--- config.mk ---
export PLATFORM = sky130hd
export DESIGN_NAME = adc_spi_captura
export DESIGN_NICKNAME = d
export VERILOG_FILES = /design/src/rtl/adc_spi_captura.sv
export SDC_FILE = /design/constraint.sdc
export NUM_CORES = 1
export LEC_CHECK = 0
export ABC_AREA = 1
export BUFFER_PORTS_ARGS = -buffer_cell sky130_fd_sc_hd__buf_2
export CAP_MARGIN = 20
export CORE_MARGIN = 2
export CORE_UTILIZATION = 50
export CTS_CLUSTER_SIZE = 20
export DETAILED_ROUTE_END_ITERATION = 16
export HOLD_SLACK_MARGIN = 0.15
export PLACE_DENSITY = 0.76
export RECOVER_POWER = 50
export SLEW_MARGIN = 25
export SYNTH_ARGS = -nofsm -noshare
export SYNTH_HDL_FRONTEND = slang
export SYNTH_SLANG_ARGS = --single-unit
--- constraint.sdc ---
create_clock -name clk -period 1.5 [get_ports clk]
set_input_delay 0.225 -clock clk [delete_from_list [all_inputs] [get_ports clk]]
set_output_delay 0.225 -clock clk [all_outputs]
set_load 0.1 [all_outputs]
--- src/rtl/adc_spi_captura.sv ---
`default_nettype none
// ============================================================================
// Module   : adc_spi_captura
// Brief    : SPI capture front end for a 12-bit ADCS7476-style ADC. Each
//            request produces one 16-clock frame; the raw sample is presented
//            on dato with a one-cycle dato_valid strobe.
//            Optional macro ADC_ZERO_CHECK_EN checks the leading zero bits
//            and raises frame_err instead of dato_valid when any is set.
// Revision : 1.0 - initial release
// ============================================================================
module adc_spi_captura #(
    parameter int CLK_DIV   = 4,
    parameter int DATA_BITS = 12,
    parameter int LEAD_BITS = 4,
    parameter int QUIET_CYC = 8
) (
    input  logic                 clk,
    input  logic                 rst_n,
    input  logic                 start,
    input  logic                 sdata,
    output logic                 cs_n,
    output logic                 sclk,
    output logic [DATA_BITS-1:0] dato,
    output logic                 dato_valid,
    output logic                 busy,
    output logic                 frame_err
);

    localparam int c_fb = LEAD_BITS + DATA_BITS;
    localparam int c_hw = (CLK_DIV > 1) ? $clog2(CLK_DIV) : 1;
    localparam int c_bw = $clog2(c_fb + 1);
    localparam int c_qw = (QUIET_CYC > 1) ? $clog2(QUIET_CYC) : 1;

    localparam logic [c_hw-1:0] c_hmax  = c_hw'(CLK_DIV - 1);
    localparam logic [c_bw-1:0] c_blast = c_bw'(c_fb - 1);
    localparam logic [c_qw-1:0] c_qmax  = c_qw'(QUIET_CYC - 1);

    localparam logic [1:0] c_st_idle  = 2'd0;
    localparam logic [1:0] c_st_conv  = 2'd1;
    localparam logic [1:0] c_st_quiet = 2'd2;

    logic [1:0]           r_state, w_state;
    logic [c_hw-1:0]      r_hcnt,  w_hcnt;
    logic [c_bw-1:0]      r_bcnt,  w_bcnt;
    logic [c_qw-1:0]      r_qcnt,  w_qcnt;
    logic [DATA_BITS-1:0] r_shift, w_shift;
    logic [DATA_BITS-1:0] r_dato,  w_dato;
    logic                 r_cs_n,  w_cs_n;
    logic                 r_sclk,  w_sclk;
    logic                 r_valid, w_valid;
    logic                 r_ferr,  w_ferr;
`ifdef ADC_ZERO_CHECK_EN
    localparam logic [c_bw-1:0] c_lead = c_bw'(LEAD_BITS);
    logic                 r_lead_err, w_lead_err;
`endif

    always_comb begin
        w_state = r_state;
        w_hcnt  = r_hcnt;
        w_bcnt  = r_bcnt;
        w_qcnt  = r_qcnt;
        w_shift = r_shift;
        w_dato  = r_dato;
        w_cs_n  = r_cs_n;
        w_sclk  = r_sclk;
        w_valid = 1'b0;
        w_ferr  = 1'b0;
`ifdef ADC_ZERO_CHECK_EN
        w_lead_err = r_lead_err;
`endif
        case (r_state)
            c_st_idle: begin
                if (start) begin
                    w_state = c_st_conv;
                    w_cs_n  = 1'b0;
                    w_sclk  = 1'b1;
                    w_hcnt  = '0;
                    w_bcnt  = '0;
`ifdef ADC_ZERO_CHECK_EN
                    w_lead_err = 1'b0;
`endif
                end
            end
            c_st_conv: begin
                if (r_hcnt == c_hmax) begin
                    w_hcnt = '0;
                    w_sclk = ~r_sclk;
                    // sclk 0->1 on this edge: the ADC's bit has been stable since the falling edge
                    if (!r_sclk) begin
                        w_shift = {r_shift[DATA_BITS-2:0], sdata};
                        w_bcnt  = r_bcnt + 1'b1;
`ifdef ADC_ZERO_CHECK_EN
                        if (r_bcnt < c_lead) begin
                            w_lead_err = r_lead_err | sdata;
                        end
`endif
                        if (r_bcnt == c_blast) begin
                            w_state = c_st_quiet;
                            w_cs_n  = 1'b1;
                            w_qcnt  = '0;
`ifdef ADC_ZERO_CHECK_EN
                            if (w_lead_err) begin
                                w_ferr = 1'b1;
                            end else begin
                                w_dato  = w_shift;
                                w_valid = 1'b1;
                            end
`else
                            w_dato  = w_shift;
                            w_valid = 1'b1;
`endif
                        end
                    end
                end else begin
                    w_hcnt = r_hcnt + 1'b1;
                end
            end
            c_st_quiet: begin
                if (r_qcnt == c_qmax) begin
                    w_state = c_st_idle;
                end else begin
                    w_qcnt = r_qcnt + 1'b1;
                end
            end
            default: begin
                w_state = c_st_idle;
                w_cs_n  = 1'b1;
                w_sclk  = 1'b1;
            end
        endcase
    end

    always_ff @(posedge clk or negedge rst_n) begin
        if (!rst_n) begin
            r_state <= c_st_idle;
            r_hcnt  <= '0;
            r_bcnt  <= '0;
            r_qcnt  <= '0;
            r_shift <= '0;
            r_dato  <= '0;
            r_cs_n  <= 1'b1;
            r_sclk  <= 1'b1;
            r_valid <= 1'b0;
            r_ferr  <= 1'b0;
`ifdef ADC_ZERO_CHECK_EN
            r_lead_err <= 1'b0;
`endif
        end else begin
            r_state <= w_state;
            r_hcnt  <= w_hcnt;
            r_bcnt  <= w_bcnt;
            r_qcnt  <= w_qcnt;
            r_shift <= w_shift;
            r_dato  <= w_dato;
            r_cs_n  <= w_cs_n;
            r_sclk  <= w_sclk;
            r_valid <= w_valid;
            r_ferr  <= w_ferr;
`ifdef ADC_ZERO_CHECK_EN
            r_lead_err <= w_lead_err;
`endif
        end
    end

    assign cs_n       = r_cs_n;
    assign sclk       = r_sclk;
    assign dato       = r_dato;
    assign dato_valid = r_valid;
    assign frame_err  = r_ferr;
    assign busy       = (r_state != c_st_idle);

endmodule
`default_nettype wire

# Word level (Yosys, flattened, before mapping)
# Cells that the tools add are included.
# word_totals
ff_bits	38
inputBits	4
out_inout_bits	17
word_cells	67
# classes
add_sub_neg	3
eq_ne	11
n_mux	30
bitwise	2
reduce_logical	12
# ops
operator	n
$mux W5	3
$reduce_and A5 Y1	3
$mux W2	7
$mux W3	4
$ne A2 B2 Y1 const B	6
$mux W1	10
$pmux W5 S2	1
$reduce_and A4 Y1	2
$pmux W1 S3	2
$pmux W2 S3	1
$pmux W3 S2	1
$reduce_and A3 Y1	2
$reduce_bool A2 Y1	3
$add A5 B1 Y5 const B	1
$eq A5 B4 Y1 const B	1
$eq A2 B2 Y1 const B	2
$pmux W2 S2	1
$add A3 B1 Y3 const B	1
$eq A3 B3 Y1 const B	1
$add A2 B1 Y2 const B	1
$eq A2 B1 Y1 const B	1
$logic_not A2 Y1	1
$not A1 Y1	2
$reduce_and A2 Y1	1

# Depth between registers and ports, before layout
# Gate-level depths: netlist (run 1).
# logic_depth
depth_word	5
ltp_mapped	10
depth_no_buf	10

# Worst setup path before layout (run 1)
# No wires, ideal clock.
# synth_path
kind	reg-to-reg
from	register r_sclk (netlist: sclk)
to	register r_dato[0] (netlist: dato[0])
setup_time_ps	120
t_arrival_ps	1554
t_required_ps	1380
setup_slack_ps	-173
stages_incl_launch_ff	8
path_buffers	0
synth_period_minus_slack_ps	1673
path_cell_list	dfstp_2 inv_1 nand2_1 nor2_8 nand2_2 clkinv_1 nand2_1 nand2_1
# synth_via
elab_chain_cells	2
# synth_lines
item	line_no	source
start, declared	49	logic r_sclk, w_sclk;
start signal, assigned	156	r_sclk <= w_sclk;
$not A1 Y1 (no source line)	-	
$reduce_and A4 Y1 (no source line)	-	
end signal, assigned	154	r_dato <= w_dato;
end, declared	47	logic [DATA_BITS-1:0] r_dato, w_dato;
# Every way passes these cells.
# A chain may end at the register's enable or synchronous reset.

# Worst setup path after layout (run 1)
# layout_path
from	register r_bcnt[1]
to	register r_dato[8] (netlist: dato[8])
# layout_via
elab_chain_cells	2
# layout_lines
item	line_no	source
start, declared	44	logic [c_bw-1:0] r_bcnt, w_bcnt;
start signal, assigned	151	r_bcnt <= w_bcnt;
$eq A5 B4 Y1	97	if (r_bcnt == c_blast) begin
$reduce_and A4 Y1 (no source line)	-	
# Every way passes these cells.

==> impl_metrics.json, run 1 <==
{
  "status": "complete, no violations",
  "syn_avg_cell_area_um2": 8.686,
  "hold_path.class": "input pin to flop",
  "rsz0062_at_grt": "true",
  "vias": 1310,
  "intPower_w": 0.001270,
  "dp_slack_ns": 0.02574,
  "path_clk_slew_ns": 0.11,
  "rr_worst_depth": 8,
  "ys_seq_area_frac": 0.5777,
  "switching_share": 0.2290,
  "track_usage": 0.1894,
  "reg2reg_slack_ns": 0.008,
  "antenna_cells": 0,
  "finalCritPeriodShare": 0.9947,
  "ios": 21,
  "final.setup.tns_ns": 0,
  "drive_above_1_share": 0.2800,
  "place_area_um2": 1852,
  "fp-row-count": 20,
  "syn-cell-area_um2": 1650,
  "cp.required_ns": 1.74,
  "cts_made_buffers": 5,
  "dieArea_um2": 3776,
  "crit_path_start_kind": "flop",
  "drtPass1Iterations": 4,
  "wl_per_cell_um": 11.13,
  "switchingPower_w": 0.0003770,
  "maxSlewHeadroom": 0.3984,
  "cts_tree": "done",
  "grt_overflow": 0,
  "p_per_area_nw_per_um2": 802.0,
  "hold_start": "start",
  "ys_seq_elements": 38,
  "grt_pass1_wl_um": 5043,
  "p_leak_nw": 1.107,
  "cp.arrival_ns": 1.73,
  "setup_viol": 0,
  "syn_nets": 199,
  "max_freq_ghz": 0.6702,
  "areaGrowthSynthToFinish_pct": 24.41,
  "drc_errors": 0,
  "final_nets": 233,
  "start_util": 0.5319,
  "tightest_slew_ns": 0.9023,
  "postRouteWirelength_um": 2994,
  "combinationalPowerShare": 0.029,
  "finalHoldViolations": 0,
  "clock_path_buffers": 2,
  "cts_sinks": 38,
  "min_delay_path_depth": 5,
  "ys_types": 21,
  "initialDrtViolationCount": 56,
  "r2r_end": "dato[8]",
  "drtAntennaViolNets": 0,
  "ys_warn_count": 0,
  "maxCapViolations": 0,
  "clockRootBuffer": "clkbuf_4",
  "syn_inst": 190,
  "die_w_um": 61.45,
  "final_area_um2": 2053,
  "grt_pass1_vias": 1190,
  "clock-skew-final_ns": 0.004775,
  "postLayoutCoreUtil": 0.6617,
  "port_buffers": 19,
  "die_y_um": 61.45,
  "grt_max_degree": 39,
  "end_kind": "flop",
  "final_max_slew_viol_count": 0,
  "coreArea_um2": 3103,
  "irDropWorstVdd_mv": 0.6686,
  "globalplace.congestion": 0.8233,
  "dp_hpwl_um": 1953,
  "crit_fanout": 8,
  "period_needed_ns": 1.492,
  "worst_slack_ns": 0.007994,
  "timing.rr.start": "r_bcnt[1]",
  "clockPowerShare": 0.339,
  "via_per_inst": 4.870,
  "path_class": "flop to flop",
  "h-tree-depth": 2,
  "seq_power_share": 0.632,
  "antenna_found_initial": 0,
  "whs_endpoint": "sclk",
  "clk_latency_ns": 0.34
}
## worst max path at each step
stage | startpoint | to | slack [ns]
after floorplan | sclk | dato[0] | 0.009
after global placement | r_bcnt[1] | dato[5] | 0.05
after detailed placement | r_bcnt[1] | r_qcnt[0] | 0.03
after CTS | r_bcnt[1] | r_qcnt[0] | 0.006
after global routing | r_bcnt[1] | r_qcnt[0] | -0.06
final | r_bcnt[1] | dato[8] | 0.008
## through the flow
stage	hold slack [ns]	cells	power, W
6_report	0.2933	269	0.001647
2_1_floorplan	-0.07059	190	0.001080
5_1_grt	0.2998	269	0.001734
3_3_place_gp	0.2965	253	0.001106
3_5_place_dp	0.2949	253	0.001107
4_1_cts	0.2641	263	0.001669
## registers in the layout, indices dropped and copies added, names as in the netlist
| name | count |
|---|---|
| r_state | 2 |
| r_shift | 11 |
| sclk | 1 |
| r_bcnt | 5 |
| dato_valid | 1 |
| dato | 12 |
| r_hcnt | 2 |
| cs_n | 1 |
| r_qcnt | 3 |
## what timing repair did
action / CTS / global route
cloned: 0 / 1
hold buffers: 2 / 0
resized for setup: 1 / 19
endpoints found under the setup margin: 1 / 17
pin swaps: 0 / 8
buffers inserted: 0 / 5
endpoints found under the hold margin: 38 / 0
## worst max-delay path: stages, from the launching register on
cell       delay [ns]
dfrtp_1          0.40
ha_2             0.20
nand2_2          0.07
nor2_2           0.11
ha_2             0.22
nand2_4          0.10
clkbuf_16        0.19
nand2_1          0.06
o21ai_1          0.05
## power by group through the flow
stage / logic (W) / clock network [W] / registers, W
floorplan: 0.0000207 / 0 / 0.00106
global placement: 0.0000457 / 0 / 0.00106
detailed placement: 0.0000463 / 0 / 0.00106
CTS: 0.0000501 / 0.000577 / 0.00104
global route: 0.0000551 / 0.000636 / 0.00104
finish: 0.0000474 / 0.000558 / 0.00104
## area by class of cell
cell class                      instances  area, um^2
Sequential cell                        38       958.4
Inverter                               20       77.57
Clock inverter                          2       12.51
Multi-Input combinational cell        128       644.4
Fill cell                             258        1050
Timing Repair Buffer                   31       254.0
Tap cell                               44       55.05
Clock buffer                            6       51.30
## layout by cell type (no fill, tap or decap), drive strengths merged
cell | synthesis | layout
xor2 | 1 | 1
nand3 | 7 | 7
conb | 1 | 1
clkinv | 1 | 1
or2 | 1 | 1
dfstp | 2 | 2
inv | 19 | 20
clkbuf | 0 | 8
dfrtp | 36 | 36
buf | 4 | 27
nand2 | 84 | 84
o21ai | 18 | 18
clkinvlp | 0 | 1
dlygate4sd3 | 0 | 2
a21oi | 1 | 1
nor2 | 10 | 10
ha | 5 | 5
## synth_stat cells
| master | n | area, um^2 |
|---|---|---|
| nor2_8 | 1 | 20.02 |
| o21ai_0 | 14 | 70.07 |
| nand2_1 | 81 | 304.0 |
| nand3_1 | 7 | 35.03 |
| buf_2 | 2 | 10.01 |
| or2_2 | 1 | 6.260 |
| nand2_2 | 2 | 12.51 |
| dfstp_2 | 2 | 52.55 |
| inv_2 | 2 | 7.510 |
| dfrtp_1 | 36 | 900.9 |
| xor2_1 | 1 | 8.760 |
| nand2_4 | 1 | 11.26 |
| clkinv_1 | 1 | 3.750 |
| inv_1 | 17 | 63.81 |
| conb_1 | 1 | 3.750 |
| nor2_1 | 9 | 33.78 |
| buf_6 | 1 | 11.26 |
| a21oi_1 | 1 | 5.000 |
| ha_1 | 5 | 62.56 |
| buf_4 | 1 | 7.510 |
| o21ai_1 | 4 | 20.02 |
## layer usage
metal  track usage  part of all wire  vias up
met5             0                 0        -
met4       0.08207             0.015        0
met3       0.07773             0.057        4
met2        0.2857              0.45       40
met1        0.2421              0.47      614
li1              -                 -      652
## cells by family after synthesis
kind of cell	synth area share
xor gates and xnor gates	0.005308
adders and majority gates	0.03791
AOI/OAI and AO/OA	0.05762
and+or+nand+nor	0.2563
buffers and inverters	0.06293
DFF	0.5777
other	0.002272
(Power assumes the default switching activity.)
==> run 2: changes to the inputs <==
--- a/config.mk
+++ b/config.mk
@@ -6,7 +6,7 @@
 export NUM_CORES = 1
 export LEC_CHECK = 0
 export ABC_AREA = 1
-export BUFFER_PORTS_ARGS = -buffer_cell sky130_fd_sc_hd__buf_2
+export BUFFER_PORTS_ARGS = -buffer_cell sky130_fd_sc_hd__buf_4
 export CAP_MARGIN = 20
 export CORE_MARGIN = 2
 export CORE_UTILIZATION = 50
==> run 2 against run 1 <==
Net effect:
- maximum frequency is 2.2% higher
- clock skew increased by 0.0075 ns
- non-clock buffer count stayed put
- count of clock-buffer cells in the layout grew 2
- worst hold slack worse by 0.0089 ns
- via count is 2.1% lower
- sequential share of layout area down 0.23 points
- highest routed layer unchanged
==> impl_metrics.json, run 2 (synthesized netlist as in run 1, its figures left out) <==
{
  "port_buffers": 19,
  "top_usage_layer": "met2",
  "hold_slack_ns": 0.2845,
  "clock_path_buffers": 2,
  "wl_per_cell_um": 11.49,
  "die_y_um": 61.45,
  "maxSlewHeadroom": 0.3997,
  "p_total_w": 0.001739,
  "setup_viol": 0,
  "die_w_um": 61.45,
  "grt_overflow": 0,
  "switchingPower_w": 0.0003740,
  "crit_fanout": 8,
  "reg2reg_slack_ns": 0.04,
  "combinationalPowerShare": 0.028,
  "largest_reg_flops": 12,
  "h-tree-depth": 2,
  "vias": 1283,
  "cpPeakStageDelay_ns": 0.40,
  "final_nets": 233,
  "cts_made_buffers": 5,
  "switching_share": 0.2150,
  "track_usage": 0.1803,
  "irDropWorstVdd_mv": 0.6532,
  "grt_use_met3": 0.05672,
  "status": "complete, no violations",
  "finalHoldViolations": 0,
  "initialDrtViolationCount": 59,
  "slowest_stage": "dfrtp_1",
  "start_util": 0.5319,
  "drtPass1Iterations": 4,
  "antenna_cells": 0,
  "grt_pass1_wl_um": 4974,
  "worst_slack_ns": 0.04003,
  "drive_above_1_share": 0.2444,
  "instances_no_fill": 269,
  "rr_worst_depth": 8,
  "final.setup.tns_ns": 0,
  "coreArea_um2": 3103,
  "hold_path.class": "input pin to flop",
  "final_common_cell": "nand2_1",
  "worstPathCellList": "ha_2 -> nand2_2 -> nor2_2 -> ha_2 -> nand2_4 -> clkbuf_16 -> nand2_1 -> nand2_1",
  "via_per_inst": 4.770,
  "finalCritPeriodShare": 0.9733,
  "clock-skew-final_ns": 0.01224,
  "drtAntennaViolNets": 0,
  "cp.arrival_ns": 1.70,
  "path_clk_slew_ns": 0.12,
  "postRouteWirelength_um": 3091,
  "clockPowerShare": 0.374,
  "whs_endpoint": "sclk",
  "critPathTopFamily": "adder cells",
  "path_class": "flop to flop",
  "min_delay_path_depth": 5,
  "intPower_w": 0.001365,
  "crit_path_start_kind": "flop",
  "dieArea_um2": 3776,
  "p_leak_nw": 1.109,
  "tightest_slew_ns": 0.9005,
  "drc_errors": 0,
  "grt_pass1_vias": 1191,
  "cp.required_ns": 1.74,
  "timing.rr.start": "r_bcnt[1]",
  "clk_latency_ns": 0.35,
  "period_needed_ns": 1.460,
  "end_kind": "flop",
  "grt_util_met2": 0.2796,
  "dp_slack_ns": 0.03641,
  "areaGrowthSynthToFinish_pct": 24.87,
  "globalplace.congestion": 0.7704,
  "ios": 21,
  "fp-row-count": 20,
  "clockRootBuffer": "clkbuf_4",
  "placed_cells": 252,
  "max_freq_ghz": 0.6849,
  "grt_max_degree": 39,
  "final_cell_mix": "79 x nand2_1, 36 x dfrtp_1, 21 x buf_4",
  "grtUsageMet1": 0.2384,
  "hold_start": "start",
  "cts_tree": "done",
  "r2r_end": "dato[0]",
  "p_per_area_nw_per_um2": 844.0,
  "dp_hpwl_um": 1940,
  "final_max_slew_viol_count": 0,
  "cts_sinks": 38,
  "maxCapViolations": 0,
  "path_buf_inv": 1,
  "antenna_found_initial": 0,
  "seq_power_share": 0.598
}
-- run 2: cell types whose count changed in the layout (fill, tap and decap cells not counted), moves of 2 or more --
| cell | change |
|---|---|
| nand2_2 | -5 |
| clkbuf_8 | +2 |
| buf_12 | -2 |
| buf_4 | +14 |
| nand2_1 | +5 |
| buf_2 | -14 |
-- run 2: final cells by class --
class | instances | area (um^2)
fillers | 281 | 1042
repair buffers | 31 | 265.3
inverters | 20 | 77.57
multi-input cells | 128 | 626.9
flip-flops and latches | 38 | 957.2
clock buffers | 8 | 78.83
well taps | 44 | 55.05
-- run 2: what timing repair did --
| item | 4_1_cts | 5_1_grt |
|---|---|---|
| hold buffers | 2 | 0 |
| endpoints found under the hold margin | 38 | 0 |
| setup buffers | 0 | 6 |
| resized for setup | 1 | 11 |
| pin swaps | 0 | 8 |
| endpoints found under the setup margin | 1 | 17 |
| gates cloned | 0 | 1 |
-- run 2: worst max path at each step --
stage | startpoint | to | slack [ns] | depth (start not counted)
floorplan | sclk | dato[0] | 0.009 | 7
global placement | r_bcnt[1] | r_qcnt[0] | 0.05 | 9
detailed placement | r_bcnt[1] | r_qcnt[2] | 0.04 | 9
CTS | r_bcnt[1] | r_qcnt[2] | 0.02 | 9
global route | r_bcnt[1] | r_qcnt[1] | -0.03 | 9
finish | r_bcnt[1] | dato[0] | 0.04 | 8
-- run 2: worst reg2reg max path, cell delays in order, from the launching register on --
cell	delay, ns
dfrtp_1	0.40
ha_2	0.21
nand2_2	0.06
nor2_2	0.11
ha_2	0.21
nand2_4	0.09
clkbuf_16	0.17
nand2_1	0.06
nand2_1	0.05
-- run 2: power by group through the flow --
| stage | clock network (W) | registers, W | logic [W] |
|---|---|---|---|
| 6_report | 0.000650 | 0.00104 | 0.0000482 |
| 5_1_grt | 0.000700 | 0.00104 | 0.0000568 |
| 4_1_cts | 0.000668 | 0.00104 | 0.0000512 |
| 3_5_place_dp | 0 | 0.00106 | 0.0000476 |
| 3_3_place_gp | 0 | 0.00106 | 0.0000470 |
| 2_1_floorplan | 0 | 0.00106 | 0.0000207 |
-- run 2: metal layers --
layer	share of wire	up-vias
met1	0.46	603
met5	0	-
met2	0.49	26
met3	0.041	5
li1	-	649
met4	0.014	0
-- run 2: metrics by stage --
stage | area (um^2) | utilization
finish | 2061 | 0.6641
floorplan | 1658 | -
global placement | 1862 | 0.6000
detailed placement | 1862 | 0.6000
CTS | 1964 | 0.6331
global route | 2061 | 0.6641
==> run 3: changes to the inputs <==
--- a/config.mk
+++ b/config.mk
@@ -8,12 +8,15 @@
 export ABC_AREA = 1
 export BUFFER_PORTS_ARGS = -buffer_cell sky130_fd_sc_hd__buf_4
 export CAP_MARGIN = 20
+export CELL_PAD_IN_SITES_DETAIL_PLACEMENT = 1
+export CELL_PAD_IN_SITES_GLOBAL_PLACEMENT = 1
 export CORE_MARGIN = 2
-export CORE_UTILIZATION = 50
+export CORE_UTILIZATION = 38
 export CTS_CLUSTER_SIZE = 20
 export DETAILED_ROUTE_END_ITERATION = 16
+export GPL_TIMING_DRIVEN = 0
 export HOLD_SLACK_MARGIN = 0.15
-export PLACE_DENSITY = 0.76
+export PLACE_DENSITY = 0.81
 export RECOVER_POWER = 50
 export SLEW_MARGIN = 25
 export SYNTH_ARGS = -nofsm -noshare
==> run 3 against run 2 <==
Net effect:
- sequential power hardly changed
- core utilization fell by 15 points
- combinational power increased by 5.0%
- count of clock-buffer cells in the layout down 2
- die area rose by 29%
- maximum frequency increased by 0.15%
- first-iteration DRC count decreased by 53%
- clock power up 65%
- worst hold slack gained 0.099 ns
- critical path depth unchanged
- non-clock buffer count decreased by 1
- cell area up 1.9%
- critical path type unchanged
- critical endpoint is now r_qcnt[0]
- largest power group is now the clock network
==> impl_metrics.json, run 3 (synthesized netlist as in run 1, its figures left out) <==
{
  "crit_path_start_kind": "flop",
  "setup_viol": 0,
  "rr_worst_depth": 8,
  "drc_errors": 0,
  "port_buffers": 19,
  "track_usage": 0.1675,
  "clockPowerShare": 0.496,
  "clockRootBuffer": "clkbuf_8",
  "rsz0062_at_grt": "true",
  "p_per_area_nw_per_um2": 1031,
  "end_kind": "flop",
  "ios": 21,
  "irDropWorstVdd_mv": 0.5646,
  "final_cell_mix": "78 x nand2_1, 35 x dfrtp_1, 23 x buf_4",
  "intPower_w": 0.001756,
  "cts_tree": "done",
  "wl_met3_um": 111,
  "period_needed_ns": 1.458,
  "drtAntennaViolNets": 0,
  "critPathLaunch": "r_bcnt[1]",
  "combinationalPowerShare": 0.023,
  "finalHoldViolations": 0,
  "cp.required_ns": 1.67,
  "drive_above_1_share": 0.2634,
  "antenna_found_initial": 0,
  "globalplace.congestion": 0.7114,
  "grt_pass1_vias": 1356,
  "initialDrtViolationCount": 28,
  "grt_pass1_wl_um": 6423,
  "clock-skew-final_ns": 0.01042,
  "clk_latency_ns": 0.29,
  "grt_max_degree": 39,
  "wl_per_cell_um": 12.89,
  "switching_share": 0.1891,
  "drtPass1Iterations": 4,
  "top_layer": "met4",
  "max_freq_ghz": 0.6860,
  "cp.arrival_ns": 1.63,
  "postRouteWirelength_um": 3532,
  "fp-row-count": 23,
  "areaGrowthSynthToFinish_pct": 27.29,
  "min_delay_path_depth": 5,
  "final.setup.tns_ns": 0,
  "hold_path.class": "input pin to flop",
  "h-tree-depth": 2,
  "final_nets": 232,
  "tightest_slew_ns": 0.9318,
  "cts_sinks": 38,
  "largest_reg_flops": 12,
  "maxSlewHeadroom": 0.3788,
  "antenna_cells": 0,
  "start_util": 0.4039,
  "timing.rr.start": "r_bcnt[1]",
  "cts_made_buffers": 5,
  "finalCritPeriodShare": 0.9718,
  "crit_path_end": "r_qcnt[0]",
  "coreArea_um2": 4086,
  "wl_met1_um": 1674,
  "wl_met2_um": 1696,
  "via_per_inst": 4.646,
  "dieArea_um2": 4886,
  "maxCapViolations": 0,
  "crit_fanout": 10,
  "die_w_um": 69.90,
  "clock_path_buffers": 2,
  "vias": 1273,
  "switchingPower_w": 0.0004096,
  "seq_power_share": 0.481,
  "die_y_um": 69.90,
  "status": "complete, no violations",
  "final_max_slew_viol_count": 0,
  "path_clk_slew_ns": 0.08,
  "p_leak_nw": 1.113,
  "reg2reg_slack_ns": 0.04,
  "path_class": "flop to flop",
  "final_common_cell": "nand2_1",
  "dp_hpwl_um": 2363,
  "r2r_end": "r_qcnt[0]",
  "grt_overflow": 0,
  "p_total_w": 0.002166
}
run 3: cell count changes in the layout (fill, tap and decap cells not counted), sizes merged:
cell    before  now
clkbuf      11    7
bufinv       0    2
buf         26   27
clkinv       0    1
inv         20   19
run 3: metal layers:
metal  global-route usage  vias to the layer above
met5                    0                        -
met4              0.05769                        0
met3              0.04329                        6
met2               0.2762                       20
met1               0.2138                      603
li1                     -                      644
run 3: cell type report:
type / instances / area, um^2
Timing Repair Buffer: 26 / 195.2
Inverter: 20 / 76.32
Buffer: 4 / 38.79
Multi-Input combinational cell: 128 / 626.9
Clock buffer: 6 / 82.58
Clock inverter: 2 / 60.06
Tap cell: 50 / 62.56
Fill cell: 488 / 1986
Sequential cell: 38 / 958.4
run 3: power groups by stage:
stage / sequential [W] / clock (W) / combinational, W
after CTS: 0.00104 / 0.00110 / 0.0000544
after detailed placement: 0.00106 / 0 / 0.0000507
after global routing: 0.00104 / 0.00115 / 0.0000595
after floorplan: 0.00106 / 0 / 0.0000207
final: 0.00104 / 0.00107 / 0.0000506
after global placement: 0.00106 / 0 / 0.0000485
run 3: stage by stage:
step | hold slack [ns] | cells | utilization | setup WS (ns) | area, um^2
global placement | 0.2227 | 259 | 0.4559 | -0.01493 | 1863
finish | 0.3838 | 274 | 0.5141 | 0.04224 | 2101
detailed placement | 0.2351 | 259 | 0.4559 | -0.07324 | 1863
floorplan | -0.07059 | 190 | - | 0.008518 | 1658
global route | 0.4064 | 274 | 0.5141 | -0.05997 | 2101
CTS | 0.3641 | 272 | 0.5040 | 0.003292 | 2059
run 3: worst min path at each step:
| stage | start | to |
|---|---|---|
| 2_1_floorplan | rst_n | dato[0] |
| 3_3_place_gp | rst_n | dato[9] |
| 3_5_place_dp | rst_n | r_state[0] |
| 4_1_cts | start | sclk |
| 5_1_grt | start | sclk |
| 6_report | start | sclk |
run 3: critical path, stage by stage (launching register included):
cell and delay, ns:
dfrtp_1 0.36, ha_2 0.19, nand2_2 0.07, nor2_2 0.12, ha_2 0.22, nand2_4 0.09, buf_8 0.15, nand3_1 0.06
nand2_1 0.08
run 3: timing repair:
item                                    in CTS  in global routing
buffers inserted                             2                  2
pin swaps                                    1                  6
gates resized for setup                      5                 11
hold endpoints to repair                    38                  0
endpoints found under the setup margin      12                 15
hold buffers                                 2                  0
cloned                                       1                  0
